===== src/rtl/retire_mon_pkg.sv =====
// retire_mon_pkg: shared types and tohost verdict helpers for retire_monitor.
// Optional feature macro used by the monitor: RETIRE_MON_HIST_EN (PC history ring).
package retire_mon_pkg;

    // Monitor run-control states; encoding is visible on the state output.
    typedef enum logic [1:0] {
        ST_IDLE = 2'd0,
        ST_RUN  = 2'd1,
        ST_PASS = 2'd2,
        ST_FAIL = 2'd3
    } mon_state_e;

    // Reason for a failing verdict.
    typedef enum logic [1:0] {
        FC_NONE    = 2'd0,
        FC_TOHOST  = 2'd1,
        FC_STALL   = 2'd2,
        FC_TIMEOUT = 2'd3
    } fail_code_e;

    // tohost value 1 (lsb set, all upper bits clear) signals a passing test.
    function automatic logic tohost_is_pass(input logic lsb, input logic upper_zero);
        return lsb & upper_zero;
    endfunction

    // Any other odd tohost value reports a failing test id in the upper bits.
    function automatic logic tohost_is_fail(input logic lsb, input logic upper_zero);
        return lsb & ~upper_zero;
    endfunction

endpackage


===== src/rtl/retire_monitor_if.sv =====
// retire_monitor_if: retirement and store observation bus from the core to the monitor.
interface retire_monitor_if #(
    parameter int XLEN = 32
);
    logic            ret_valid;
    logic [XLEN-1:0] ret_pc;
    logic            st_valid;
    logic [XLEN-1:0] st_addr;
    logic [XLEN-1:0] st_data;

    // Core side drives the observation signals.
    modport master (
        output ret_valid, ret_pc, st_valid, st_addr, st_data
    );

    // Monitor side only observes.
    modport slave (
        input ret_valid, ret_pc, st_valid, st_addr, st_data
    );
endinterface


===== src/rtl/pc_history_ring.sv =====
// pc_history_ring: circular buffer of the most recently retired PCs.
// Read index 0 is the newest entry; entries not written since the last clear read 0.
module pc_history_ring #(
    parameter int HIST_DEPTH = 8,
    parameter int XLEN       = 32
) (
    input  logic                          clk,
    input  logic                          reset,
    input  logic                          clear,
    input  logic                          wr_en,
    input  logic [XLEN-1:0]               wr_data,
    input  logic [$clog2(HIST_DEPTH)-1:0] rd_idx,
    output logic [XLEN-1:0]               rd_data
);
    localparam int IDX_W  = $clog2(HIST_DEPTH);
    localparam int FILL_W = IDX_W + 1;
    localparam logic [IDX_W-1:0]  IDX_ONE_C  = {{(IDX_W-1){1'b0}}, 1'b1};
    localparam logic [FILL_W-1:0] FILL_ONE_C = {{(FILL_W-1){1'b0}}, 1'b1};
    localparam logic [FILL_W-1:0] DEPTH_C    = FILL_W'(HIST_DEPTH);

    logic [XLEN-1:0]   mem_r [HIST_DEPTH];
    logic [IDX_W-1:0]  wr_ptr_r;
    logic [FILL_W-1:0] fill_r;
    logic [IDX_W-1:0]  rd_addr_s;
    logic              rd_valid_s;

    // Write pointer, fill level and storage; clear restarts the ring without wiping data.
    always_ff @(posedge clk or negedge reset) begin
        if (!reset) begin
            wr_ptr_r <= '0;
            fill_r   <= '0;
            for (int i = 0; i < HIST_DEPTH; i++) begin
                mem_r[i] <= '0;
            end
        end else if (clear) begin
            wr_ptr_r <= '0;
            fill_r   <= '0;
        end else if (wr_en) begin
            mem_r[wr_ptr_r] <= wr_data;
            wr_ptr_r        <= wr_ptr_r + IDX_ONE_C;
            fill_r          <= (fill_r == DEPTH_C) ? fill_r : fill_r + FILL_ONE_C;
        end else begin
            wr_ptr_r <= wr_ptr_r;
            fill_r   <= fill_r;
        end
    end

    // Newest-first read; slots beyond the fill level are masked to zero.
    always_comb begin
        rd_addr_s  = wr_ptr_r - IDX_ONE_C - rd_idx;
        rd_valid_s = ({1'b0, rd_idx} < fill_r);
        if (rd_valid_s) begin
            rd_data = mem_r[rd_addr_s];
        end else begin
            rd_data = '0;
        end
    end

endmodule


===== src/rtl/retire_monitor.sv =====
// retire_monitor: run-control and self-check monitor for the 3-stage core.
// Watches retirements and tohost stores, decides pass/fail, enforces stall and
// global-cycle watchdogs. Define RETIRE_MON_HIST_EN to build the PC history ring;
// without it hist_pc reads 0 and hist_idx is ignored.
module retire_monitor
    import retire_mon_pkg::*;
#(
    parameter int              XLEN        = 32,
    parameter int              CNT_W       = 32,
    parameter logic [XLEN-1:0] TOHOST_ADDR = 32'h0000_1000,
    parameter int              STALL_LIMIT = 64,
    parameter int              MAX_CYCLES  = 100000,
    parameter int              HIST_DEPTH  = 8
) (
    input  logic                          clk,
    input  logic                          reset,
    input  logic                          start,
    retire_monitor_if.slave               obs,
    input  logic [$clog2(HIST_DEPTH)-1:0] hist_idx,
    output logic [1:0]                    state,
    output logic                          done,
    output logic                          pass,
    output logic [1:0]                    fail_code,
    output logic [XLEN-1:0]               test_id,
    output logic [CNT_W-1:0]              cycle_cnt,
    output logic [CNT_W-1:0]              retire_cnt,
    output logic [XLEN-1:0]               hist_pc
);
    localparam logic [CNT_W-1:0] CNT_ONE_C     = {{(CNT_W-1){1'b0}}, 1'b1};
    localparam logic [CNT_W-1:0] STALL_LIMIT_C = CNT_W'(STALL_LIMIT);
    localparam logic [CNT_W-1:0] MAX_CYCLES_C  = CNT_W'(MAX_CYCLES);

    mon_state_e       state_r;
    logic             done_r;
    logic             pass_r;
    fail_code_e       fail_code_r;
    logic [XLEN-1:0]  test_id_r;
    logic [CNT_W-1:0] cycle_cnt_r;
    logic [CNT_W-1:0] retire_cnt_r;
    logic [CNT_W-1:0] stall_cnt_r;

    logic [CNT_W-1:0] cycle_next_s;
    logic [CNT_W-1:0] retire_next_s;
    logic [CNT_W-1:0] stall_next_s;
    logic             tohost_hit_s;
    logic             upper_zero_s;
    logic             tohost_pass_s;
    logic             tohost_fail_s;
    logic             stall_hit_s;
    logic             timeout_hit_s;

    // Next counter values (saturating) and the verdict conditions for a RUN cycle.
    always_comb begin
        cycle_next_s = (&cycle_cnt_r) ? cycle_cnt_r : cycle_cnt_r + CNT_ONE_C;
        if (obs.ret_valid) begin
            retire_next_s = (&retire_cnt_r) ? retire_cnt_r : retire_cnt_r + CNT_ONE_C;
            stall_next_s  = '0;
        end else begin
            retire_next_s = retire_cnt_r;
            stall_next_s  = (&stall_cnt_r) ? stall_cnt_r : stall_cnt_r + CNT_ONE_C;
        end
        tohost_hit_s  = obs.st_valid && (obs.st_addr == TOHOST_ADDR);
        upper_zero_s  = (obs.st_data[XLEN-1:1] == '0);
        tohost_pass_s = tohost_hit_s && tohost_is_pass(obs.st_data[0], upper_zero_s);
        tohost_fail_s = tohost_hit_s && tohost_is_fail(obs.st_data[0], upper_zero_s);
        stall_hit_s   = (stall_next_s >= STALL_LIMIT_C);
        timeout_hit_s = (cycle_next_s >= MAX_CYCLES_C);
    end

    // Run-control FSM with registered verdict outputs; tohost beats stall beats timeout.
    always_ff @(posedge clk or negedge reset) begin
        if (!reset) begin
            state_r      <= ST_IDLE;
            done_r       <= 1'b0;
            pass_r       <= 1'b0;
            fail_code_r  <= FC_NONE;
            test_id_r    <= '0;
            cycle_cnt_r  <= '0;
            retire_cnt_r <= '0;
            stall_cnt_r  <= '0;
        end else begin
            case (state_r)
                ST_RUN: begin
                    cycle_cnt_r  <= cycle_next_s;
                    retire_cnt_r <= retire_next_s;
                    stall_cnt_r  <= stall_next_s;
                    if (tohost_pass_s) begin
                        state_r <= ST_PASS;
                        done_r  <= 1'b1;
                        pass_r  <= 1'b1;
                    end else if (tohost_fail_s) begin
                        state_r     <= ST_FAIL;
                        done_r      <= 1'b1;
                        pass_r      <= 1'b0;
                        fail_code_r <= FC_TOHOST;
                        test_id_r   <= {1'b0, obs.st_data[XLEN-1:1]};
                    end else if (stall_hit_s) begin
                        state_r     <= ST_FAIL;
                        done_r      <= 1'b1;
                        pass_r      <= 1'b0;
                        fail_code_r <= FC_STALL;
                    end else if (timeout_hit_s) begin
                        state_r     <= ST_FAIL;
                        done_r      <= 1'b1;
                        pass_r      <= 1'b0;
                        fail_code_r <= FC_TIMEOUT;
                    end else begin
                        state_r <= ST_RUN;
                    end
                end
                ST_IDLE, ST_PASS, ST_FAIL: begin
                    // Outside RUN everything holds until a start re-arms with clears.
                    if (start) begin
                        state_r      <= ST_RUN;
                        done_r       <= 1'b0;
                        pass_r       <= 1'b0;
                        fail_code_r  <= FC_NONE;
                        test_id_r    <= '0;
                        cycle_cnt_r  <= '0;
                        retire_cnt_r <= '0;
                        stall_cnt_r  <= '0;
                    end else begin
                        state_r <= state_r;
                    end
                end
                default: begin
                    state_r      <= ST_IDLE;
                    done_r       <= 1'b0;
                    pass_r       <= 1'b0;
                    fail_code_r  <= FC_NONE;
                    test_id_r    <= '0;
                    cycle_cnt_r  <= '0;
                    retire_cnt_r <= '0;
                    stall_cnt_r  <= '0;
                end
            endcase
        end
    end

    assign state      = state_r;
    assign done       = done_r;
    assign pass       = pass_r;
    assign fail_code  = fail_code_r;
    assign test_id    = test_id_r;
    assign cycle_cnt  = cycle_cnt_r;
    assign retire_cnt = retire_cnt_r;

`ifdef RETIRE_MON_HIST_EN
    logic hist_clear_s;
    logic hist_wr_s;

    // History restarts on every arming start and records only RUN-cycle retirements.
    always_comb begin
        hist_clear_s = start && (state_r != ST_RUN);
        hist_wr_s    = (state_r == ST_RUN) && obs.ret_valid;
    end

    pc_history_ring #(
        .HIST_DEPTH (HIST_DEPTH),
        .XLEN       (XLEN)
    ) u_hist (
        .clk     (clk),
        .reset   (reset),
        .clear   (hist_clear_s),
        .wr_en   (hist_wr_s),
        .wr_data (obs.ret_pc),
        .rd_idx  (hist_idx),
        .rd_data (hist_pc)
    );
`else
    logic unused_hist_s;
    assign unused_hist_s = ^{hist_idx, obs.ret_pc};
    assign hist_pc       = '0;
`endif

endmodule


===== src/flat_wrapper.sv =====
// flat-port wrapper written by rule: the top's interface ports become plain ports
module retire_monitor_flat import retire_mon_pkg::*;
#(
    parameter int              XLEN        = 32,
    parameter int              CNT_W       = 32,
    parameter logic [XLEN-1:0] TOHOST_ADDR = 32'h0000_1000,
    parameter int              STALL_LIMIT = 64,
    parameter int              MAX_CYCLES  = 100000,
    parameter int              HIST_DEPTH  = 8
)
  (clk, reset, start, hist_idx, state, done, pass, fail_code, test_id, cycle_cnt, retire_cnt, hist_pc, obs_ret_valid, obs_ret_pc, obs_st_valid, obs_st_addr, obs_st_data);
  retire_monitor_if #(.XLEN(XLEN)) obs_i ();
  input  logic clk;
  input  logic reset;
  input  logic start;
  input  logic [$clog2(HIST_DEPTH)-1:0] hist_idx;
  output logic [1:0] state;
  output logic done;
  output logic pass;
  output logic [1:0] fail_code;
  output logic [XLEN-1:0] test_id;
  output logic [CNT_W-1:0] cycle_cnt;
  output logic [CNT_W-1:0] retire_cnt;
  output logic [XLEN-1:0] hist_pc;
  input wire logic [$bits(obs_i.ret_valid)-1:0] obs_ret_valid;
  input wire logic [$bits(obs_i.ret_pc)-1:0] obs_ret_pc;
  input wire logic [$bits(obs_i.st_valid)-1:0] obs_st_valid;
  input wire logic [$bits(obs_i.st_addr)-1:0] obs_st_addr;
  input wire logic [$bits(obs_i.st_data)-1:0] obs_st_data;
  assign obs_i.ret_valid = obs_ret_valid;
  assign obs_i.ret_pc = obs_ret_pc;
  assign obs_i.st_valid = obs_st_valid;
  assign obs_i.st_addr = obs_st_addr;
  assign obs_i.st_data = obs_st_data;
  retire_monitor #(.XLEN(XLEN), .CNT_W(CNT_W), .TOHOST_ADDR(TOHOST_ADDR), .STALL_LIMIT(STALL_LIMIT), .MAX_CYCLES(MAX_CYCLES), .HIST_DEPTH(HIST_DEPTH)) u_core (.clk(clk), .reset(reset), .start(start), .obs(obs_i), .hist_idx(hist_idx), .state(state), .done(done), .pass(pass), .fail_code(fail_code), .test_id(test_id), .cycle_cnt(cycle_cnt), .retire_cnt(retire_cnt), .hist_pc(hist_pc));
endmodule

===== config.mk =====
export PLATFORM = sky130hd
export DESIGN_NAME = retire_monitor_flat
export DESIGN_NICKNAME = d
export VERILOG_FILES = /design/src/rtl/retire_mon_pkg.sv /design/src/rtl/retire_monitor_if.sv /design/src/rtl/pc_history_ring.sv /design/src/rtl/retire_monitor.sv /design/src/flat_wrapper.sv
export SDC_FILE = /design/constraint.sdc
export NUM_CORES = 1
export LEC_CHECK = 0
export CAP_MARGIN = 5
export CORE_ASPECT_RATIO = 0.7
export CORE_UTILIZATION = 44
export DETAILED_ROUTE_END_ITERATION = 7
export HOLD_SLACK_MARGIN = 0.03
export PLACE_DENSITY = 0.74
export SYNTH_ARGS = -nofsm -noshare
export SYNTH_HDL_FRONTEND = slang
export SYNTH_SLANG_ARGS = --single-unit

===== constraint.sdc =====
create_clock -name clk -period 3 [get_ports clk]
set_input_delay 0.75 -clock clk [delete_from_list [all_inputs] [get_ports clk]]
set_output_delay 0.75 -clock clk [all_outputs]
set_load 0.01 [all_outputs]

==> results of run 1 <==
## synthesized netlist by cell type (all sizes together), types with 11 or more instances
cell | instances | area, um2
nor3 | 29 | 145.1
o21ai | 97 | 485.5
o31ai | 16 | 125.1
xor2 | 14 | 122.6
dfrtp | 133 | 3328
inv | 13 | 48.80
or3 | 11 | 70.07
a31oi | 22 | 152.7
xnor2 | 26 | 227.7
and4 | 18 | 167.7
and3 | 24 | 152.6
a22o | 35 | 306.5
a21oi | 40 | 204.0
nand3 | 41 | 215.2
nand2 | 86 | 322.8
nor2 | 81 | 304.0
buf | 57 | 401.6
nand4 | 40 | 271.5
clkbuf | 35 | 158.9
and2 | 13 | 82.58
nor4 | 28 | 217.7
## flip-flops by register name (all words and copies together) (netlist names)
register	cells
u_core.cycle_cnt	32
u_core.retire_cnt	32
u_core.stall_cnt_r	32
u_core.test_id	31
u_core.fail_code	2
u_core.state	2
u_core.done	1
u_core.pass	1
## power by group
group	leakage, nW	internal (mW)	switching (mW)
clock network	0.279	1.11	0.949
logic	2.74	0.641	0.779
registers	1.83	1.91	0.124
## logic make-up after synthesis
logic type | synth area share (%)
xor gates and xnor gates | 4.273
AOI/OAI and AO/OA | 20.78
other | 0.04574
muxes | 0.7630
buffers and inverters | 7.432
DFF | 40.59
and+or+nand+nor | 25.65
adders and majority gates | 0.4579
## worst max-delay path, cell delays in order (launching register included)
cell and delay (ns):
dfrtp_1 0.37, ha_2 0.20, nand4_1 0.19, or3_4 0.46, buf_4 0.17, nor4_1 0.29, a21o_1 0.13, nand4_1 0.17
nor4_4 0.41, nand3_2 0.18, a221o_1 0.33
## cell type report
cell class	count	area (um2)	share of cell area [%]
multi-input combinational	733	4489	39.21
sequential	133	3328	29.07
timing repair buffer	300	2709	23.66
clock buffer	17	425.4	3.715
tap	236	295.3	2.579
clock inverter	15	153.9	1.344
inverter	13	48.80	0.4262
## metal layers
metal / global-route usage (%) / vias up / wire length [um]
met4: 8.624 / 0 / 421
met3: 7.635 / 38 / 2805
met1: 38.92 / 4052 / 11440
met2: 39.25 / 482 / 11140
met5: 0 / - / 0
li1: - / 3972 / -
## timing repair
action	4_1_cts	5_1_grt
gates resized for setup	3	20
cloned	0	0
setup endpoints to repair	3	5
buffers inserted	0	5
pin swaps	0	13
## stage by stage
step | total power, mW | hold slack, ns | setup slack [ns] | util, %
6_report | 5.517 | 0.3238 | -0.01185 | 63.23
5_1_grt | 5.763 | 0.3558 | -0.1138 | 63.23
4_1_cts | 5.496 | 0.3518 | 0.009330 | 62.53
3_5_place_dp | 3.438 | 0.4825 | -0.06952 | 59.26
3_3_place_gp | 3.393 | 0.4822 | 0.01136 | 59.26
2_1_floorplan | 2.769 | 0.4544 | 0.1035 | -
## worst paths after layout
kind	cells past startpoint	slack (ns)	startpoint	to
hold reg to reg	1	0.51	u_core.fail_code[1]	u_core.fail_code[1]
setup / recovery	10	-0.01	u_core.cycle_cnt[0]	u_core.done
setup reg to reg	10	-0.01	u_core.cycle_cnt[0]	u_core.done
hold / removal	1	0.32	reset	u_core.retire_cnt[13]
max in group asynchronous	2	1.94	reset	u_core.cycle_cnt[23]
min in group clk	1	0.51	u_core.fail_code[1]	u_core.fail_code[1]
==> impl_metrics.toml, run 1 <==
[clock_tree]
cts_made_buffers = 17
htreeDepth = 4
cts_tree = "yes"
root_buffer = "clkbuf_16"
cts_hold_buf = 0
tritoncts_num_sinks = 133
cts.path.max_buffers = 2
clk_latency_ns = 0.43
clk_pin_slew_ns = 0.07

[power]
power_density_nw_per_um2 = 481.8
p_leak_nw = 4.849
vdd_drop_max_v = 0.0003781

[floorplanning]
fp.dieH_um = 116.2
core_area_um2 = 18110
rows = 41
die_x_um = 165.2
start_util_pct = 45.28
num_io_pins = 238
die_area_um2 = 19190

[synth]
synth-main-ff-cell = "dfrtp_1"
ys.warnings.count = 0
async_reset_ff_share_pct = 100.0
syn_area_um2 = 8199
synth-edff-count = 0
ys_seq_area_share_pct = 40.59
synth-seq-cells = 133
syn_avg_cell_area_um2 = 8.732
netlist_instances = 939
ys_types = 79

[detailed_routing]
ant_nets = 0
wl_per_cell_um = 17.83
first_pass_iters = 5
drc = 0
vias = 8544
drt-initial-drc-count = 968
drt-total-wl_mm = 25.80
viasPerCell = 5.905

[timing]
setup_ws_ns = -0.01185
fmax_mhz = 332.0
setup_viol = 2
setup_tns_ns = -0.01851
final-hold-violation-count = 0
post-route-min-period_ns = 3.012
period_share_pct = 100.4
rsz0062_at_grt = "yes"
maxSlewHeadroom_pct = 55.45
tightest_slew_ns = 0.6683
finClkSkew_ns = 0.01077
finalMaxSlewViolations = 0

[cells_and_area]
drive_gt1_share_pct = 17.59
final_cells = 1447
synthToLayoutAreaGrowth_pct = 39.65
layout_commonest_cell = "clkdlybuf4s50_1"
fin_nets = 1305
n_fill_cell = 1490
fin_area_um2 = 11450
layout_common_cells = "168 x clkdlybuf4s50_1, 133 x dfrtp_1, 127 x buf_4"
num_antenna_cells = 0

[place]
post-dp-hpwl_mm = 18.73
placedCellCount = 1410
placedInstanceArea_um2 = 10730
routabilityCongestion = 0.9346
port_buffers = 169

[grt]
antenna_found_initial = 0
grt_pass1_wl_mm = 40.28
grt_max_degree = 70
grt_pass1_vias = 7746
globalRouteOverflowTotal = 0
track_usage_pct = 27.11

[critical_path]
arrival_ns = 3.32
crit_type = "reg -> reg"
endpoint_kind = "register"
crit_required_ns = 3.31
crit_path_start_kind = "register"
cp_max_fo = 5

[status]
violations = "negative setup slack"
status = "finished, violations left"

[worst_hold_path]
hp-class = "in -> async"

[flow_run]
max_cap_viol_count = 0
(Power assumes the default switching activity.)
==> inputs of run 2 (changes only) <==
--- a/config.mk
+++ b/config.mk
@@ -5,12 +5,13 @@
 export SDC_FILE = /design/constraint.sdc
 export NUM_CORES = 1
 export LEC_CHECK = 0
+export ABC_AREA = 1
 export CAP_MARGIN = 5
 export CORE_ASPECT_RATIO = 0.7
-export CORE_UTILIZATION = 44
+export CORE_UTILIZATION = 50
 export DETAILED_ROUTE_END_ITERATION = 7
 export HOLD_SLACK_MARGIN = 0.03
-export PLACE_DENSITY = 0.74
+export PLACE_DENSITY = 0.79
 export SYNTH_ARGS = -nofsm -noshare
 export SYNTH_HDL_FRONTEND = slang
 export SYNTH_SLANG_ARGS = --single-unit
==> constraint.sdc (replaced) <==
create_clock -name clk -period 3.55 [get_ports clk]
set_input_delay 0.8875 -clock clk [delete_from_list [all_inputs] [get_ports clk]]
set_output_delay 0.8875 -clock clk [all_outputs]
set_load 0.01 [all_outputs]
==> run 2 against run 1 <==
Compared with the run above: the flow now finishes without violations; largest power group is now registers; core utilization grew 3.2 points; flip-flop and latch count is the same; cell count is 15% higher; die area fell by 6.8%; fmax decreased by 1.5%; sequential share of layout area is 1.0 points higher; via count grew 5.3%; wire length grew 3.8%; sequential power shrank 3%; largest cell class unchanged; first-iteration DRC count down 3.1%; count of clock-buffer cells in the layout unchanged; highest routed layer unchanged; clock power shrank 12%.
==> impl_metrics.toml, run 2 <==
[grt]
grt_util_met1_pct = 44.43
grt_use_met2_pct = 45.67
globalRouteOverflowTotal = 0
track_usage_pct = 30.58
grt_pass1_wl_mm = 42.36
antenna_found_initial = 0
top_usage_layer = "met2"
gr-usage-met3_pct = 7.169
grt_max_degree = 76
grt_pass1_vias = 8043

[timing]
period_share_pct = 86.17
setup_tns_ns = 0
fin_hold_ws_ns = 0.4722
post-route-min-period_ns = 3.059
tightest_slew_ns = 0.8810
setup_viol = 0
fmax_mhz = 326.9
rsz0062_at_grt = "no"
final-hold-violation-count = 0
maxSlewHeadroom_pct = 40.73
finalMaxSlewViolations = 0
finClkSkew_ns = 0.009826

[detailed_routing]
drc = 0
viasPerCell = 5.415
ant_nets = 0
drt-total-wl_mm = 26.77
drt-initial-drc-count = 938
vias = 9000
first_pass_iters = 5
wl_per_cell_um = 16.11

[clock_tree]
ctsResizeCount = 0
htreeDepth = 4
root_buffer = "clkbuf_16"
cts_made_buffers = 17
clk_pin_slew_ns = 0.07
cts.path.max_buffers = 2
tritoncts_num_sinks = 133
clk_latency_ns = 0.44
cts_hold_buf = 0
cts_tree = "yes"
cts_setup_buffers = 0

[synth]
ys.warnings.count = 0
ys_seq_area_share_pct = 38.36
netlist_instances = 1262
async_reset_ff_share_pct = 100.0
ys_types = 44
synth-main-ff-cell = "dfrtp_1"
synth_top_area_share_pct = 38.36
syn_avg_cell_area_um2 = 6.876
syn_area_um2 = 8677
synth.most_common_cell = "nand2_1"
synth_common_cells = "398 x nand2_1, 137 x nor2_1, 133 x dfrtp_1, 122 x inv_1, 108 x nand3_1"
yosys.area.top_type = "dfrtp_1"
synth_area_leaders = "dfrtp_1 38%, nand2_1 17%, nand3_1 6.2%, nor2_1 5.9%, inv_1 5.3%"
synth-seq-cells = 133
synth-edff-count = 0

[critical_path]
rrSetupSlack_ns = 0.49
crit_type = "reg -> reg"
slowest_stage = "dfrtp_1"
cp_max_fo = 31
cp_cell_sequence = "ha_1, nand2_1, nor2_4, nand2_2, nor2_4, nand2_2, nand3_1, nor2_1, nand3_1, nor2_1, nand2_1, nand2_2, nand4_1, nand2_2, nand2_1, nand2_1"
cpPeakStageDelay_ns = 0.53
rr_worst_depth = 16
worst-path-buf-inv = 0
r2r-start = "u_core.stall_cnt_r[0]"
crit_required_ns = 3.88
crit_path_start_kind = "register"
crit_family = "simple AND/OR/NAND/NOR gates"
endpoint_kind = "register"
reg2reg_to = "u_core.pass"
arrival_ns = 3.39

[floorplanning]
core_area_um2 = 16640
die_area_um2 = 17890
fp.dieH_um = 112.2
die_x_um = 159.5
num_io_pins = 238
start_util_pct = 52.15
rows = 39

[place]
placedCellCount = 1630
routabilityCongestion = 0.9540
post-dp-hpwl_mm = 20.30
port_buffers = 169

[cells_and_area]
synthToLayoutAreaGrowth_pct = 27.44
final_cells = 1662
fin_nets = 1531
num_antenna_cells = 0
layout_commonest_cell = "nand2_1"
drive_gt1_share_pct = 5.915
layout_common_cells = "398 x nand2_1, 168 x clkdlybuf4s50_1, 136 x nor2_1"

[power]
power_density_nw_per_um2 = 490.2
vdd_drop_max_v = 0.0003996
p_leak_nw = 4.751

[worst_hold_path]
hp-class = "in -> async"

[status]
status = "complete, no violations"

[flow_run]
max_cap_viol_count = 0
run 2: cell count changes after synthesis, moves of 15 or more:
cell	previous run	this run
nand2_1	86	398
inv_1	13	122
nand3_1	39	108
nor2_1	81	137
a22o_1	35	4
o21ai_0	96	71
and3_1	22	1
a21oi_1	39	20
a31oi_1	21	2
xnor2_1	26	9
nand4_1	38	22
xor2_1	14	29
run 2: how the worst max path moves through the flow:
stage / from / endpoint / slack [ns] / cells after the start
floorplan: obs_st_addr[7] / u_core.test_id[10] / 1.13 / 10
CTS: u_core.stall_cnt_r[0] / u_core.pass / 0.55 / 16
detailed placement: obs_st_data[3] / u_core.fail_code[0] / 0.34 / 12
global route: u_core.stall_cnt_r[0] / u_core.pass / 0.33 / 16
global placement: obs_st_data[3] / u_core.fail_code[0] / 0.39 / 12
finish: u_core.stall_cnt_r[0] / u_core.pass / 0.49 / 16
run 2: final cells by class:
class                           count  area, um2
Fill cell                        1467       5582
Multi-Input combinational cell    962       4567
Sequential cell                   133       3328
Timing Repair Buffer              181       1795
Inverter                          129      484.2
Clock buffer                       17      425.4
Tap cell                          225      281.5
Clock inverter                     15      176.4
run 2: metal layers:
layer,vias to the layer above,wire [um]
li1,4345,-
met1,4197,12170
met2,430,11740
met3,28,2441
met4,0,420
met5,-,0
run 2: power breakdown:
part	internal [mW]	switching, mW
Sequential	1.74	0.243
Clock	1.01	0.806
Combinational	0.680	0.942
run 2: per-stage QoR:
step	util, %	power (mW)	worst slack, ns	cell area, um2
final	66.46	5.421	0.4908	11060
after global routing	66.46	5.693	0.3289	11060
after CTS	66.46	5.441	0.5477	11060
after detailed placement	62.84	3.618	0.3422	10460
after global placement	62.84	3.585	0.3946	10460
after floorplan	-	2.822	1.126	8797
run 2: cell families after synthesis:
kind of cell,after synthesis,share of synthesized area (%)
mux,3,0.3461
buf+inv,199,10.48
compound gates,127,8.334
flops,133,38.36
fa+ha+maj,3,0.4326
simple gates,757,37.98
xor+xnor,39,4.023
other cells,1,0.04322
==> inputs of run 3 (changes only) <==
--- a/config.mk
+++ b/config.mk
@@ -6,8 +6,6 @@
 export NUM_CORES = 1
 export LEC_CHECK = 0
 export ABC_AREA = 1
-export CAP_MARGIN = 5
-export CORE_ASPECT_RATIO = 0.7
 export CORE_UTILIZATION = 50
 export DETAILED_ROUTE_END_ITERATION = 7
 export HOLD_SLACK_MARGIN = 0.03
==> constraint.sdc (replaced) <==
create_clock -name clk -period 3.7 [get_ports clk]
set_input_delay 0.925 -clock clk [delete_from_list [all_inputs] [get_ports clk]]
set_output_delay 0.925 -clock clk [all_outputs]
set_load 0.01 [all_outputs]
==> run 3 against run 2 <==
Compared with the run above: critical endpoint is now u_core.test_id[18]; flip-flop and latch count did not move; critical path type is now in -> reg; global-route usage fell by 1.3 points; total power fell by 6.1%.
==> impl_metrics.toml, run 3 (same netlist as run 2, synthesis figures left out) <==
[status]
status = "complete, no violations"

[floorplanning]
start_util_pct = 51.77
rows = 47
core_area_um2 = 16760
fp.dieH_um = 133.7
num_io_pins = 238
die_x_um = 133.7
die_area_um2 = 17890

[critical_path]
crit_start = "obs_st_addr[7]"
reg2reg_to = "u_core.pass"
slowest_stage = "nor2_4"
cp_cell_sequence = "clkdlybuf4s50_1, or2_0, nor4_1, nand3_1, nor4_4, a21oi_1, nor2_4, inv_2, buf_4, nand2_1, o21ai_0"
rr_worst_depth = 16
crit_type = "in -> reg"
crit_required_ns = 4.00
rrSetupSlack_ns = 0.68
arrival_ns = 3.46
cp_max_fo = 25
cp.depth = 11
crit_end = "u_core.test_id[18]"
worst-path-buf-inv = 3
crit_family = "simple AND/OR/NAND/NOR gates"
cpPeakStageDelay_ns = 0.47
r2r-start = "u_core.cycle_cnt[0]"
crit_path_start_kind = "input pin"
endpoint_kind = "register"

[clock_tree]
cts_made_buffers = 17
root_buffer = "clkbuf_16"
cts.path.max_buffers = 2
tritoncts_num_sinks = 133
cts_hold_buf = 0
cts_setup_buffers = 0
clk_latency_ns = 0.43
htreeDepth = 4
ctsResizeCount = 0
clk_pin_slew_ns = 0.06
cts_tree = "yes"

[place]
post-dp-hpwl_mm = 18.53
routabilityCongestion = 0.9438
port_buffers = 169

[detailed_routing]
ant_nets = 0
drt-initial-drc-count = 602
drt-total-wl_mm = 25.10
vias = 8855
wl_per_cell_um = 15.16
first_pass_iters = 7
viasPerCell = 5.347
drc = 0

[timing]
period_share_pct = 85.58
maxSlewHeadroom_pct = 60.08
final-hold-violation-count = 0
setup_viol = 0
fmax_mhz = 315.8
finClkSkew_ns = 0.01055
post-route-min-period_ns = 3.166
tightest_slew_ns = 0.5988
setup_tns_ns = 0
rsz0062_at_grt = "no"
finalMaxSlewViolations = 0

[grt]
globalRouteOverflowTotal = 0
track_usage_pct = 29.28
grt_pass1_wl_mm = 41.51
antenna_found_initial = 0
grt_max_degree = 65
grt_pass1_vias = 8495

[cells_and_area]
drive_gt1_share_pct = 5.919
layout_commonest_cell = "nand2_1"
final_util_pct = 65.70
fin_nets = 1530
synthToLayoutAreaGrowth_pct = 26.91
num_antenna_cells = 0
n_fill_cell = 1460
layout_common_cells = "398 x nand2_1, 168 x clkdlybuf4s50_1, 135 x nor2_1"

[power]
vdd_drop_max_v = 0.0003855
power_density_nw_per_um2 = 462.2
p_leak_nw = 4.732

[flow_run]
max_cap_viol_count = 0

[worst_hold_path]
hp-class = "in -> async"
## run 3: cell count changes in the layout (fill, tap and decap cells not counted), sizes merged
cell,delta
inv,-6
clkinv,+5
buf,-1
clkbuf,+1
## run 3: area by class of cell
type,instances,area [um2],area share (%)
Clock buffer,18,439.2,3.988
Clock inverter,14,127.6,1.159
Inverter,129,484.2,4.397
Multi-Input combinational cell,962,4569,41.50
Sequential cell,133,3328,30.22
Tap cell,220,275.3,2.500
Timing Repair Buffer,180,1788,16.24
## run 3: worst reg2reg max path: stages (launching register included)
cell and delay (ns):
dfrtp_1 0.54, ha_1 0.31, inv_1 0.11, nor2_2 0.23, nand2_2 0.12, nor2_4 0.23
nand3_4 0.35, o21ai_0 0.25, o21ai_1 0.09, nand2_1 0.09, nand2_1 0.06, nand2_1 0.07
nand2_1 0.11, nand4_1 0.14, nand2_2 0.08, nand2_1 0.09, nand2_1 0.04
## run 3: stage by stage
step / hold WS [ns] / cells / instance area [um2] / worst slack (ns) / total power, mW
2_1_floorplan: 0.5094 / 1294 / 8797 / 1.238 / 2.707
3_3_place_gp: 0.4627 / 1624 / 10450 / 0.1055 / 3.403
3_5_place_dp: 0.4642 / 1624 / 10450 / 0.1003 / 3.436
4_1_cts: 0.4815 / 1656 / 11010 / 0.5440 / 5.109
5_1_grt: 0.4956 / 1656 / 11010 / 0.2736 / 5.359
6_report: 0.4728 / 1656 / 11010 / 0.5335 / 5.090
## run 3: layer usage
layer	global-route usage (%)	routed length (um)	share of wire, %
met3	8.486	2187	8.7
met1	38.37	10740	43
met4	8.460	524	2.1
met5	0	0	0
met2	46.83	11650	46
## run 3: how the worst min path moves through the flow
stage,slack (ns),startpoint,cells after the start,end
3_5_place_dp,0.46,u_core.test_id[7],2,u_core.test_id[7]
3_3_place_gp,0.46,u_core.test_id[24],2,u_core.test_id[24]
2_1_floorplan,0.51,u_core.retire_cnt[2],1,u_core.retire_cnt[2]
6_report,0.47,reset,1,u_core.cycle_cnt[17]
5_1_grt,0.50,u_core.test_id[9],2,u_core.test_id[9]
4_1_cts,0.48,u_core.test_id[23],2,u_core.test_id[23]
## run 3: power by group
group | total, mW | internal [mW] | switching (mW)
logic | 1.55 | 0.651 | 0.899
clock network | 1.66 | 0.949 | 0.712
registers | 1.88 | 1.67 | 0.207
